## src/rtl/ext_int_ctrl_pkg.sv

```systemverilog
// rtl/ext_int_ctrl_pkg.sv - shared constants and FSM encoding for the external-interrupt controller
//
// Purpose : common definitions imported by ext_int_ctrl and its priority encoder.
//   - EIC_N_SRC_DEF / EIC_IDX_W_DEF : default line count and index width
//   - IVOR_EXT_IDX                  : IVOR slot used with INTOp_EXT
//   - eic_state_e                   : controller FSM state encoding (2 bits)

package ext_int_ctrl_pkg;

   localparam int EIC_N_SRC_DEF = 8;
   localparam int EIC_IDX_W_DEF = 3;

   // External interrupts vector through IVOR4.
   localparam logic [4:0] IVOR_EXT_IDX = 5'd4;

   typedef enum logic [1:0] {
      EIC_IDLE = 2'd0,
      EIC_REQ  = 2'd1,
      EIC_SVC  = 2'd2
   } eic_state_e;

endpackage

```

## src/rtl/int_prio_enc.sv

```systemverilog
// rtl/int_prio_enc.sv - lowest-index-first priority encoder with valid flag
//
// Purpose : purely combinational; reports the index of the lowest set bit of req.
// Ports   :
//   req   in  N_SRC  request vector
//   idx   out IDX_W  index of the lowest set bit (0 when nothing is set)
//   valid out 1      at least one bit of req is set

module int_prio_enc #(
   parameter int N_SRC = 8,
   parameter int IDX_W = 3
) (
   input  logic [N_SRC-1:0] req,
   output logic [IDX_W-1:0] idx,
   output logic             valid
);

   // Scan from the top down so the lowest set index is the last one written.
   always_comb begin
      idx   = '0;
      valid = 1'b0;
      for (int i = N_SRC - 1; i >= 0; i--) begin
         if (req[i]) begin
            idx   = IDX_W'(i);
            valid = 1'b1;
         end
      end
   end

endmodule

```

## src/rtl/ext_int_ctrl.sv

```systemverilog
// rtl/ext_int_ctrl.sv - parametrised external-interrupt controller
//
// Purpose : collects N_SRC interrupt lines (per-source edge/level), masks them with
//           int_en, gates with MSR[EE], requests the highest-priority source and
//           tracks it in service until end-of-interrupt.
// Ports   :
//   clk        in  1      core clock
//   rst_n      in  1      synchronous reset, active-low
//   hw_int     in  N_SRC  raw interrupt lines, synchronous to clk
//   int_en     in  N_SRC  per-source enable mask
//   EE         in  1      MSR[EE]
//   int_ack    in  1      pulse: core has taken the external interrupt
//   int_eoi    in  1      pulse: software end-of-interrupt
//   intReq     out 1      request to the interrupt encoder
//   src_id     out IDX_W  requested / in-service source index
//   in_service out 1      an acknowledged interrupt is being serviced
//   pend       out N_SRC  raw pending register

module ext_int_ctrl
   import ext_int_ctrl_pkg::*;
#(
   parameter int               N_SRC     = EIC_N_SRC_DEF,
   parameter int               IDX_W     = EIC_IDX_W_DEF,
   parameter logic [N_SRC-1:0] EDGE_MODE = '0
) (
   input  logic             clk,
   input  logic             rst_n,
   input  logic [N_SRC-1:0] hw_int,
   input  logic [N_SRC-1:0] int_en,
   input  logic             EE,
   input  logic             int_ack,
   input  logic             int_eoi,
   output logic             intReq,
   output logic [IDX_W-1:0] src_id,
   output logic             in_service,
   output logic [N_SRC-1:0] pend
);

   eic_state_e       state_q, state_d;
   logic [N_SRC-1:0] pend_q, pend_d;
   logic [N_SRC-1:0] prev_q;
   logic [N_SRC-1:0] elig;
   logic [N_SRC-1:0] rise;
   logic [N_SRC-1:0] ack_clr;
   logic [IDX_W-1:0] src_q, src_d;
   logic [IDX_W-1:0] best_idx;
   logic             best_vld;
   logic             ack_take;

   // Mask is applied combinationally so int_en changes act in the same cycle.
   assign elig = pend_q & int_en;

   int_prio_enc #(
      .N_SRC (N_SRC),
      .IDX_W (IDX_W)
   ) u_prio (
      .req   (elig),
      .idx   (best_idx),
      .valid (best_vld)
   );

   assign ack_take = (state_q == EIC_REQ) && int_ack;
   assign rise     = hw_int & ~prev_q;

   always_comb begin
      ack_clr = '0;
      for (int i = 0; i < N_SRC; i++) begin
         ack_clr[i] = ack_take && (int'(src_q) == i);
      end
   end

   // Edge sources: a new rise wins over a coincident ack clear.
   // Level sources: simply follow the line; the device must drop it.
   assign pend_d = (EDGE_MODE & (rise | (pend_q & ~ack_clr)))
                 | (~EDGE_MODE & hw_int);

   always_comb begin
      state_d = state_q;
      src_d   = src_q;
      case (state_q)
         EIC_IDLE: begin
            if (EE && best_vld) begin
               state_d = EIC_REQ;
               src_d   = best_idx;
            end
         end
         EIC_REQ: begin
            // An ack means the core has already taken this source, so it
            // outranks a withdrawal seen on the same edge.
            if (int_ack) begin
               state_d = EIC_SVC;
            end else if (!EE || !best_vld) begin
               state_d = EIC_IDLE;
            end else begin
               src_d = best_idx;
            end
         end
         EIC_SVC: begin
            if (int_eoi) begin
               state_d = EIC_IDLE;
            end
         end
         default: state_d = EIC_IDLE;
      endcase
   end

   always_ff @(posedge clk) begin
      if (!rst_n) begin
         state_q <= EIC_IDLE;
         pend_q  <= '0;
         prev_q  <= '0;
         src_q   <= '0;
      end else begin
         state_q <= state_d;
         pend_q  <= pend_d;
         prev_q  <= hw_int;
         src_q   <= src_d;
      end
   end

   assign intReq     = (state_q == EIC_REQ);
   assign in_service = (state_q == EIC_SVC);
   assign src_id     = src_q;
   assign pend       = pend_q;

endmodule

```

## config.mk

```make
export PLATFORM = sky130hd
export DESIGN_NAME = ext_int_ctrl
export DESIGN_NICKNAME = d
export VERILOG_FILES = /design/src/rtl/ext_int_ctrl_pkg.sv /design/src/rtl/int_prio_enc.sv /design/src/rtl/ext_int_ctrl.sv
export SDC_FILE = /design/constraint.sdc
export NUM_CORES = 1
export LEC_CHECK = 0
export CAP_MARGIN = 20
export CORE_MARGIN = 4
export CORE_UTILIZATION = 30
export DETAILED_ROUTE_END_ITERATION = 8
export PLACE_DENSITY = 0.76
export SETUP_SLACK_MARGIN = 0.1
export SLEW_MARGIN = 20
export SYNTH_ARGS = -nofsm -noshare
export SYNTH_HDL_FRONTEND = slang
export SYNTH_SLANG_ARGS = --single-unit
```

## constraint.sdc

```tcl
create_clock -name clk -period 1.8 [get_ports clk]
set_clock_uncertainty 0.05 [all_clocks]
set_input_delay 0.18 -clock clk [delete_from_list [all_inputs] [get_ports clk]]
set_output_delay 0.18 -clock clk [all_outputs]
set_load 0.1 [all_outputs]
```

==> impl_metrics.ini <==
[drt]
drtAntennaViolNets = 0
vias = 555
routed_via_density = 4.549
drt_pass1_iterations = 4
wl_per_cell_um = 11.42
drc_errors = 0
drtIter0Drc = 2
wl_um = 1393

[final_layout]
drive_gt1_share_pct = 27.55
diodes = 0
finalNetCount = 120
fin_area_sq_um = 932.1
area_growth_pct = 76.12

[power]
vdd_ir_drop_max_v = 0.0005691
p_leak_nw = 0.3934
powerDensity_nw_per_um2 = 804.4

[place]
io_buffers = 33
placed_area_sq_um = 905.9
dp_hpwl_um = 1089
gp_congestion = 0.6837

[synthesis]
synth_top_cell_by_area = dfxtp_1
syn_area_sq_um = 529.3
synthesis.nets = 81
netlist.area_leader.share_pct = 49.17
synth_cells = 60
yosysMostFrequentCell = dfxtp_1
synthTopCellsByCount = 13 x dfxtp_1, 10 x and2_1, 10 x nand2_1, 6 x a21oi_1
yosys.cell_types.count = 19
synth-async-reset-ratio_pct = 0
ys_seq_area_share_pct = 49.17
synth.area.top_cells = dfxtp_1 49%, and2_1 12%, nand2_1 7.1%
synth.yosys.warnings = 0
avgSynthCellArea_sq_um = 8.821
synth_enable_flop_cells = 0
synth_ff_type = dfxtp_1
synth-seq-cells = 13

[critical_path]
cp-end-kind = output port
ff2ff_setup_slack_ns = 0.58
cp_num_buf_inv = 1
slowest_delay_ns = 0.39
cp_top_family = flip-flops
worstSetupPathType = flop to output port
crit_required_ns = 1.57
path_max_fanout = 5
cp-start-kind = flop
crit_slowest_cell = dfxtp_1
cp_cell_sequence = nor2b_2, buf_12
critPathArrivalTime_ns = 1.08

[die]
initial_core_util_pct = 33.20
rows = 14
dieArea_sq_um = 2500
die_height_um = 50
die_w_um = 50
pin_count = 34
coreArea_sq_um = 1594

[timing]
finalSetupViolCount = 0
period_minus_slack_ns = 1.312
slew_headroom_pct = 81.41
hold_viol_final = 0
fin_crit_sh_pct = 72.92
tns_ns = 0
rsz0062_at_grt = false
final-max-slew-violation-count = 0
tightest_slew_ns = 0.2811
max_freq_mhz = 761.9

[status]
status = finished, final reports clean

[cts]
cts.clk_slew.worst_paths_ns = 0.07
cts_buffer_depth = 2
tritoncts = built
cts_made_buffers = 3
root_buffer = clkbuf_4
cts_hold_buffers = 0
htree_levels = 1
insertion_delay_ns = 0.26
post_cts_buffers = 0
ctsResizeCount = 0
cts_num_sinks = 13

[global_route]
grt_overflow_total = 0
grt_max_degree = 12
grt_pass1_vias = 564
grt_usage_pct = 11.42
antenna_found_initial = 0
grt_pass1_wl_um = 2166

[worst_hold_path]
hp-class = input port to flop

[job]
maxCapViolCount = 0
## sequential cells by signal (all words and copies together), names as in the netlist
register and flops:
src_id 3, state_q 2, pend 8
## metal layers
layer / global-route usage (%) / routed length (um) / up-vias
met2: 20.65 / 668 / 24
li1: - / - / 284
met3: 4.217 / 144 / 2
met4: 6.912 / 15 / 0
met5: 0 / 0 / -
met1: 10.69 / 564 / 245
## per-stage QoR
stage          power (mW)  hold slack (ns)  instances  util, %  worst slack [ns]
2_1_floorplan      0.4916           0.2517         60        -            0.1275
3_3_place_gp       0.5821           0.4121        118    56.83            0.2993
3_5_place_dp       0.5839           0.4182        118    56.83            0.2670
4_1_cts            0.7580           0.4134        122    58.48            0.4680
5_1_grt            0.7857           0.4113        122    58.48            0.4354
6_report           0.7498           0.4197        122    58.48            0.4875
## cell families after synthesis
family | share of synthesized area (%)
AO/OA/AOI/OAI | 18.68
AND/OR/NAND/NOR | 30.03
buffers and inverters | 2.128
flip-flops | 49.17
## cell type report
class,instances,area (sq um)
timing repair buffer,35,337.8
tap,24,30.03
inverter,2,7.507
sequential,13,267.8
clock buffer,4,26.28
fill,154,661.9
multi-input combinational,44,262.8
## path summary, 6_finish.rpt
check                     startpoint                     end  depth (start not counted)
max reg2reg       pend[5]$_SDFF_PN0_  src_id[0]$_SDFFE_PN0P_                          4
min                        hw_int[0]      pend[0]$_SDFF_PN0_                          2
min reg2reg   src_id[0]$_SDFFE_PN0P_  src_id[0]$_SDFFE_PN0P_                          2
max          state_q[1]$_SDFFE_PN0P_              in_service                          2
## report_power, final
| part | switching [mW] | internal, mW | total, mW |
|---|---|---|---|
| combinational | 0.165 | 0.0937 | 0.259 |
| clock | 0.0862 | 0.0856 | 0.172 |
| sequential | 0.0131 | 0.306 | 0.319 |
| total | 0.265 | 0.485 | 0.750 |
## cells in the final DEF (no fill, tap or decap)
cell | synthesis | layout
clkdlybuf4s50_1 | 0 | 20
buf_4 | 0 | 13
and2_1 | 10 | 10
nand2_1 | 10 | 10
dfxtp_1 | 13 | 7
a21oi_1 | 6 | 6
dfxtp_2 | 0 | 6
clkbuf_4 | 0 | 3
nor2b_2 | 0 | 2
inv_1 | 2 | 2
a22oi_1 | 2 | 2
nor3_1 | 2 | 2
a32o_1 | 2 | 2
nor2_1 | 2 | 2
buf_12 | 0 | 2
and3b_1 | 1 | 1
a22oi_2 | 1 | 1
nand2b_1 | 1 | 1
nand3b_1 | 1 | 1
and3_1 | 1 | 1
a211o_1 | 1 | 1
a31oi_1 | 1 | 1
o22ai_1 | 1 | 1
clkbuf_1 | 1 | 1
Note: power is estimated with default switching activity, not from simulation.
